**config.mk**
```make
export PLATFORM = sky130hd
export DESIGN_NAME = rgb_pwm_driver
export DESIGN_NICKNAME = d
export VERILOG_FILES = /design/src/rtl/rgb_pwm_pkg.sv /design/src/rtl/rgb_pwm_driver_timebase.sv /design/src/rtl/rgb_pwm_driver.sv
export SDC_FILE = /design/constraint.sdc
export NUM_CORES = 1
export LEC_CHECK = 0
export ABC_AREA = 1
export CORE_ASPECT_RATIO = 0.8
export CORE_MARGIN = 2
export CORE_UTILIZATION = 35
export DETAILED_ROUTE_END_ITERATION = 10
export GPL_TIMING_DRIVEN = 1
export PLACE_DENSITY = 0.5
export REMOVE_ABC_BUFFERS = 1
export SLEW_MARGIN = 25
export SYNTH_ARGS = -nofsm -noshare
export SYNTH_HDL_FRONTEND = slang
export SYNTH_HIERARCHICAL = 1
export SYNTH_SLANG_ARGS = --single-unit
```
**constraint.sdc**
```tcl
create_clock -name clk -period 4.1 [get_ports clk]
set_clock_uncertainty 0.2 [all_clocks]
set_input_delay 0.82 -clock clk [delete_from_list [all_inputs] [get_ports clk]]
set_output_delay 0.82 -clock clk [all_outputs]
set_load 0.02 [all_outputs]
```
**src/rtl/rgb_pwm_pkg.sv**
```systemverilog
// Shared types and constants for the RGB PWM output stage.
package rgb_pwm_pkg;

  localparam int PWM_BITS    = 8;
  localparam int SCALE_STEPS = 9;

  typedef enum logic [1:0] {
    IDLE,
    SCALE,
    PENDING
  } state_t;

  typedef struct packed {
    logic [PWM_BITS-1:0] red;
    logic [PWM_BITS-1:0] green;
    logic [PWM_BITS-1:0] blue;
  } rgb888_t;

  // Channel 0 = red, 1 = green, 2 = blue; lets per-channel logic be generated.
  function automatic logic [PWM_BITS-1:0] channel(input rgb888_t c, input int idx);
    logic [PWM_BITS-1:0] v;
    v = c.blue;
    if (idx == 0) v = c.red;
    else if (idx == 1) v = c.green;
    return v;
  endfunction

endpackage

```
**src/rtl/rgb_pwm_driver_timebase.sv**
```systemverilog
// Free-running PWM timebase: prescaler, 8-bit ramp, period_start pulse and
// the boundary strobe marking the clock edge on which the ramp wraps.
module pwm_timebase
  import rgb_pwm_pkg::*;
#(
  parameter int PRESCALE = 1
) (
  input  logic                clk,
  input  logic                rst_n,
  output logic [PWM_BITS-1:0] ramp,
  output logic                boundary,
  output logic                period_start
);

  localparam int PW = (PRESCALE > 1) ? $clog2(PRESCALE) : 1;

  logic [PW-1:0]       presc_reg;
  logic [PWM_BITS-1:0] ramp_reg;
  logic                period_start_reg;
  logic                presc_wrap;

  assign presc_wrap = (presc_reg == PW'(PRESCALE - 1));
  assign boundary   = presc_wrap && (ramp_reg == '1);

  always_ff @(posedge clk or negedge rst_n) begin
    if (!rst_n) begin
      presc_reg        <= '0;
      ramp_reg         <= '0;
      period_start_reg <= 1'b0;
    end else begin
      presc_reg        <= presc_wrap ? '0 : presc_reg + PW'(1);
      if (presc_wrap)
        ramp_reg <= ramp_reg + PWM_BITS'(1);
      // The cycle after the wrap edge is the one with ramp == 0, prescale == 0.
      period_start_reg <= boundary;
    end
  end

  assign ramp         = ramp_reg;
  assign period_start = period_start_reg;

endmodule

```
**src/rtl/rgb_pwm_driver.sv**
```systemverilog
// RGB LED output stage: brightness scaling via a 9-step shift-add multiplier,
// duty commit on PWM period boundaries, and registered PWM pin comparators.
module rgb_pwm_driver
  import rgb_pwm_pkg::*;
#(
  parameter int PRESCALE = 1
) (
  input  logic       clk,
  input  logic       rst_n,
  input  logic       in_valid,
  output logic       in_ready,
  input  logic [7:0] red,
  input  logic [7:0] green,
  input  logic [7:0] blue,
  input  logic [7:0] brightness,
  output logic       RGB_R,
  output logic       RGB_G,
  output logic       RGB_B,
  output logic       period_start
);

  state_t              state_reg;
  rgb888_t             colour_reg;
  rgb888_t             pending_reg;
  rgb888_t             active_reg;
  logic [8:0]          mult_reg;
  logic [3:0]          iter_reg;
  logic [15:0]         acc_reg  [3];
  logic [15:0]         acc_next [3];
  logic                pin_reg  [3];
  logic [PWM_BITS-1:0] ramp;
  logic                boundary;

  pwm_timebase #(
    .PRESCALE (PRESCALE)
  ) u_timebase (
    .clk          (clk),
    .rst_n        (rst_n),
    .ramp         (ramp),
    .boundary     (boundary),
    .period_start (period_start)
  );

  for (genvar gi = 0; gi < 3; gi++) begin : g_chan
    always_comb begin
      acc_next[gi] = acc_reg[gi];
      if (mult_reg[iter_reg])
        acc_next[gi] = acc_reg[gi] + ({8'b0, channel(colour_reg, gi)} << iter_reg);
    end

    // The ramp value of this cycle decides the pin level of the next cycle.
    always_ff @(posedge clk or negedge rst_n) begin
      if (!rst_n)
        pin_reg[gi] <= 1'b0;
      else
        pin_reg[gi] <= (ramp < channel(active_reg, gi));
    end
  end

  always_ff @(posedge clk or negedge rst_n) begin
    if (!rst_n) begin
      state_reg   <= IDLE;
      colour_reg  <= '0;
      pending_reg <= '0;
      active_reg  <= '0;
      mult_reg    <= '0;
      iter_reg    <= '0;
      for (int c = 0; c < 3; c++)
        acc_reg[c] <= '0;
    end else begin
      case (state_reg)
        IDLE: begin
          if (in_valid) begin
            colour_reg <= {red, green, blue};
            mult_reg   <= {1'b0, brightness} + 9'd1;
            iter_reg   <= '0;
            for (int c = 0; c < 3; c++)
              acc_reg[c] <= '0;
            state_reg  <= SCALE;
          end
        end
        SCALE: begin
          for (int c = 0; c < 3; c++)
            acc_reg[c] <= acc_next[c];
          iter_reg <= iter_reg + 4'd1;
          if (iter_reg == 4'(SCALE_STEPS - 1)) begin
            pending_reg <= {acc_next[0][15:8], acc_next[1][15:8], acc_next[2][15:8]};
            state_reg   <= PENDING;
          end
        end
        PENDING: begin
          // Entering PENDING on the wrap edge itself waits for the next wrap.
          if (boundary) begin
            active_reg <= pending_reg;
            state_reg  <= IDLE;
          end
        end
        default: state_reg <= IDLE;
      endcase
    end
  end

  assign in_ready = (state_reg == IDLE);
  assign RGB_R    = pin_reg[0];
  assign RGB_G    = pin_reg[1];
  assign RGB_B    = pin_reg[2];

endmodule

```
=== After elaboration in Yosys (flattened, before gate mapping) ===
Cells that the tools add are included.

* Bits in registers: 148
* Bits in latches: 0
* Bits in writable memories: 0
* Bits in read-only memories: 0
* Input port bits: 35
* Output and inout port bits: 5
* Logic and storage cells: 72
* Memories: 0

* Add/sub/neg operators: 7
* $mul: 0
* Divide/modulo/power cells: 0
* Order comparisons: 4
* Equality and inequality tests: 8
* Shift operators: 3
* Multiplexer cells: 16
* Bitwise operators: 1
* Reductions and logical operators: 9

{| class="wikitable"
|+ Operator list
! kind !! number
|-
| case mux 48 bit (2 select lines) || 1
|-
| adder 16 bit || 3
|-
| two-way mux 16 bit || 3
|-
| two-way mux 48 bit || 1
|-
| left shift 8 x 4 -> 16 bit || 3
|-
| < comparator 8 bit || 3
|-
| two-way mux 8 bit || 2
|-
| adder 8 x 1 -> 9 bit (second input constant) || 1
|-
| adder 8 x 1 -> 8 bit (second input constant) || 1
|-
| == test 8 bit (second input constant) || 1
|-
| case mux 4 bit (2 select lines) || 1
|-
| AND reduction 2 bit || 4
|-
| two-way mux 2 bit || 3
|-
| inequality test 2 bit (second input constant) || 3
|-
| case mux 2 bit (3 select lines) || 1
|-
| AND reduction 3 bit || 2
|-
| < comparator 4 x 5 -> 1 bit (second input constant) || 1
|-
| adder 4 x 1 -> 4 bit (second input constant) || 1
|-
| binary-select mux 1 bit (select 4 bit) || 1
|-
| == test 4 bit (second input constant) || 1
|-
| two-way mux 4 bit || 1
|-
| == test 2 x 1 -> 1 bit (second input constant) || 1
|-
| == test 2 bit (second input constant) || 1
|-
| logical NOT 2 bit || 1
|-
| 6 further kinds || 7
|}

=== Longest topological paths before layout ===
* Depth in word-level cells: 7
* Depth in mapped cells: 22
* Depth with buffers taken out: 20

=== By module ===
Netlist, hierarchy kept.

{| class="wikitable"
|+ By module, submodules not included
! module !! instances !! cells an instance !! area an instance (um^2) !! sequential area each (um^2)
|-
| rgb_pwm_driver || 1 || 1,368 || 9,673.0 || 3,453.3
|-
| pwm_timebase || 1 || 39 || 375.4 || 225.2
|}

=== Least setup slack after synthesis ===
No wires, ideal clock.

* Path type: register to register
* Start: reg iter_reg[2]
* End: reg acc_reg[42] (netlist name)
* Arrival: 2,732 ps
* Slack: 1,050 ps
* Stages on the path, launching flop included: 18
* Buffers on the path: 2
* Path through: dfrtp_1 buf_4 nor2_2 inv_1 clkbuf_1 nor3_1 ha_1 inv_1 fa_1 nand3b_1 nand2_1 nand2_1 a21boi_0 nor2_1 nand2_1 nand3_1 nand3_1 nand2_1

* Longest elaborated chain between the ends: 4
* Elaborated cells on any way between the ends: 6

{| class="wikitable"
|+ RTL lines
! item !! RTL line !! source
|-
| start: declaration || rgb_pwm_driver.sv:27 || <nowiki>logic [3:0] iter_reg;</nowiki>
|-
| start signal: assignment || rgb_pwm_driver.sv:85 || <nowiki>iter_reg <= iter_reg + 4'd1;</nowiki>
|-
| left shift 8 x 4 -> 16 bit or binary-select mux 1 bit (select 4 bit) (tied branches) || rgb_pwm_driver.sv:48, rgb_pwm_driver.sv:47 ||
|-
| adder 16 bit or two-way mux 1 bit (tied branches) || rgb_pwm_driver.sv:48, rgb_pwm_driver.sv:47 ||
|-
| two-way mux 16 bit (*) || rgb_pwm_driver.sv:47 || <nowiki>if (mult_reg[iter_reg])</nowiki>
|-
| case mux 48 bit (2 select lines) (*) || rgb_pwm_driver.sv:71 || <nowiki>case (state_reg)</nowiki>
|-
| end signal: indexed assignment || rgb_pwm_driver.sv:84 || <nowiki>acc_reg[c] <= acc_next[c];</nowiki>
|-
| end: declaration || rgb_pwm_driver.sv:28 || <nowiki>logic [15:0] acc_reg [3];</nowiki>
|}

Every way passes the cells marked *; elsewhere a longest branch is shown, timed or not. The select of a mux whose other input is x is not followed.
A chain may end at the register's enable or synchronous reset.

=== Worst setup path in the final report ===
* Start: reg iter_reg[2]
* End: reg pending_reg[10] (netlist name)

* Longest elaborated chain between the ends: 3
* Elaborated cells on any way between the ends: 7

{| class="wikitable"
|+ RTL lines
! item !! RTL line !! source
|-
| left shift 8 x 4 -> 16 bit or binary-select mux 1 bit (select 4 bit) (tied branches) || rgb_pwm_driver.sv:48, rgb_pwm_driver.sv:47 ||
|-
| adder 16 bit or two-way mux 1 bit (tied branches) || rgb_pwm_driver.sv:48, rgb_pwm_driver.sv:47 ||
|-
| two-way mux 16 bit || rgb_pwm_driver.sv:47 ||
|-
| end signal: assignment || rgb_pwm_driver.sv:87 || <nowiki>pending_reg <= {acc_next[0][15:8], acc_next[1][15:8], acc_next[2][15:8]};</nowiki>
|-
| end: declaration || rgb_pwm_driver.sv:24 || <nowiki>rgb888_t pending_reg;</nowiki>
|}

Parallel ways exist; a longest one is shown, timed or not. The select of a mux whose other input is x is not followed.

==> impl_metrics.tcl <==
set metrics [dict create \
    status "finished clean" \
    synth_top_cell_by_area "dfrtp_1" \
    postSynthAreaPerCell_um2 7.14 \
    route.met3.wl_um 1020 \
    synthTopCellsByArea "dfrtp_1 37%, nand2_1 17%, ha_1 8.7%" \
    setup_ws_ps 643 \
    drv_slew 0 \
    reg2reg_depth 16 \
    hpwlAfterDp_um 20300 \
    ioPinCount 40 \
    cts_hold_buf 0 \
    p_leak_nw 5.55 \
    yosysMostFrequentCell "nand2_1" \
    dieArea_mm2 0.0301 \
    finalNetCount 1543 \
    crit_type "reg2reg" \
    pre_cts_slack_ps 677 \
    drive_gt1_share_pct 5.18 \
    synth.top_cells.by_count "449 x nand2_1, 165 x nand3_1, 147 x dfrtp_1" \
    antennaDiodeCount 0 \
    cpMostUsedCell "nand2_1" \
    gp_congestion 0.852 \
    worstSetupStartpointType "flip-flop" \
    antenna_found_initial 0 \
    r2r_start "iter_reg[2]" \
    max_slew_margin_pct 41.0 \
    path_cells "nor2_2 -> buf_4 -> inv_1 -> nor2_1 -> ha_1 -> inv_1 -> fa_1 -> nand3b_1 -> nand2_1 -> nand2_1 -> a21boi_0 -> nor2_1 -> nand2_1 -> nand3_1 -> nand3_1 -> nand2_1" \
    powerDensity_mw_per_mm2 267 \
    fin_setup_tns_ps 0 \
    post-route-period-util_pct 84.3 \
    synth_edf_count 0 \
    ys_ff_latch 147 \
    fmax_mhz 289 \
    clkLatencyLatePin_ps 440 \
    root_buffer "clkbuf_16" \
    clock-sinks 147 \
    layout_min_cycle_time_ps 3460 \
    hold_viol 0 \
    cp_max_fo 15 \
    dr.pass1.iters 5 \
    routedWlPerCell_um 14.7 \
    ff2ff_setup_slack_ps 640 \
    grt_usage_pct 18.7 \
    cpMaxStageDelayCell "dfrtp_1" \
    ir_drop_mv 0.288 \
    grt_pass1_wl_um 45500 \
    end_kind "flip-flop" \
    yosys_warnings 6 \
    synthCells 1407 \
    clockBufferDepth 2 \
    crit_required_ps 4230 \
    htreeDepth 4 \
    clk_pin_slew_ps 70 \
    io_buffers 39 \
    crit_end "pending_reg[10]" \
    ys_seq_area_share_pct 36.6 \
    largest_reg_flops 48 \
    ys_types 44 \
    cts_inserted_buffers 17 \
    drt_first_iter_violations 582 \
    drt-vias-per-instance 4.96 \
    wl_met2_um 11200 \
    drt-met1-wl_um 14200 \
    hold_class "in2async" \
    grt_pass1_vias 8921 \
    grt_overflow 0 \
    synth_area_mm2 0.0100 \
    vias 9013 \
    routed_wl_um 26700 \
    tightest_slew_ps 884 \
    post_cts_resized 0 \
    r2r_end "pending_reg[10]" \
    postRouteAntennaNets 0 \
    rsz0062_at_grt "no" \
    area_delta_synth_final_pct 13.2 \
    rows 55 \
    synthArstFlopShare_pct 100 \
    top_layer_used "met4" \
    cts_setup_buffers 0 \
    die_w_um 193 \
    synth_ff_type "dfrtp_1" \
    critPathArrivalTime_ps 3580 \
    crit_path_start "iter_reg[2]" \
    drc 0 \
    core_area_mm2 0.0283 \
    grt_max_degree 67 \
    synth_top_area_share_pct 36.6 \
    finalSetupViolCount 0 \
    tritoncts "built" \
    fill_cells 2978 \
    crit_path_max_incr_delay_ps 550 \
    initial_utilization_pct 35.5 \
    chipHeight_um 156 \
    maxCapViolCount 0 \
]
through the flow:
| step | utilization [%] | hold WS, ps | std cells | total power, mW | cell area (µm²) |
|---|---|---|---|---|---|
| 2_1_floorplan | - | 248 | 1357 | 1.48 | 9790 |
| 3_5_place_dp | 38.2 | 266 | 1786 | 1.55 | 10800 |
| 6_report | 40.2 | 178 | 1818 | 3.04 | 11400 |
| 3_3_place_gp | 38.2 | 267 | 1786 | 1.55 | 10800 |
| 4_1_cts | 40.2 | 199 | 1818 | 3.09 | 11400 |
| 5_1_grt | 40.2 | 230 | 1818 | 3.16 | 11400 |
area by class of cell:
| type | count | area [µm²] | area share [%] |
|---|---|---|---|
| flip-flops and latches | 147 | 3680 | 32.3 |
| clock inverters | 15 | 140 | 1.23 |
| repair buffers | 59 | 554 | 4.87 |
| multi-input cells | 1077 | 5620 | 49.4 |
| well taps | 370 | 463 | 4.07 |
| inverters | 133 | 499 | 4.39 |
| clock buffers | 17 | 425 | 3.74 |
metal layers:
layer / vias up / track usage [%]
li1: 4658 / -
met1: 4193 / 27.0
met2: 139 / 28.9
met3: 23 / 3.24
met4: 0 / 4.62
met5: - / 0
kinds of logic after synthesis:
| group | Yosys count | synth area share, % |
|---|---|---|
| compound gates | 190 | 10.5 |
| xor+xnor | 30 | 2.61 |
| fa+ha+maj | 73 | 9.31 |
| buf+inv | 183 | 7.53 |
| flops | 147 | 36.6 |
| mux | 3 | 0.299 |
| simple gates | 781 | 33.1 |
cell usage in the layout (no fill, tap or decap), drive strengths merged, types with 4 or more instances in the layout:
cell and instances:
or2 21, inv 140, nor3 4, xor2 10, clkdlybuf4s50 38, nand2 452, nand3 167, xnor2 20
nor2 112, buf 21, clkinv 6, o22ai 9, o21bai 6, o21ai 72, and2 6, a21oi 76
o221ai 8, ha 70, dfrtp 147, a21o 6, nand4 16, clkbuf 17
report_power, final:
part	leakage, nW	internal (mW)	switching, mW	total (mW)
sequential	1.62	1.45	0	1.45
clock	0.274	0.802	0.720	1.52
combinational	3.66	0.0338	0.0388	0.0726
worst min-delay path by stage:
stage | startpoint | to | slack (ps) | cells after the start
6_report | rst_n | colour_reg[7] | 180 | 1
2_1_floorplan | mult_reg[2] | mult_reg[2] | 250 | 2
4_1_cts | rst_n | colour_reg[7] | 200 | 1
5_1_grt | rst_n | colour_reg[7] | 230 | 1
3_3_place_gp | pending_reg[17] | pending_reg[17] | 270 | 2
3_5_place_dp | pending_reg[17] | pending_reg[17] | 270 | 2
critical path: cells and delay by family (launching register included):
| kind | cells | cell delay [ps] |
|---|---|---|
| compound gates | 1 | 360 |
| flops | 1 | 550 |
| simple gates | 10 | 1150 |
| buf+inv | 3 | 510 |
| fa+ha+maj | 2 | 580 |
No activity file was read; power rests on OpenSTA's default activity.
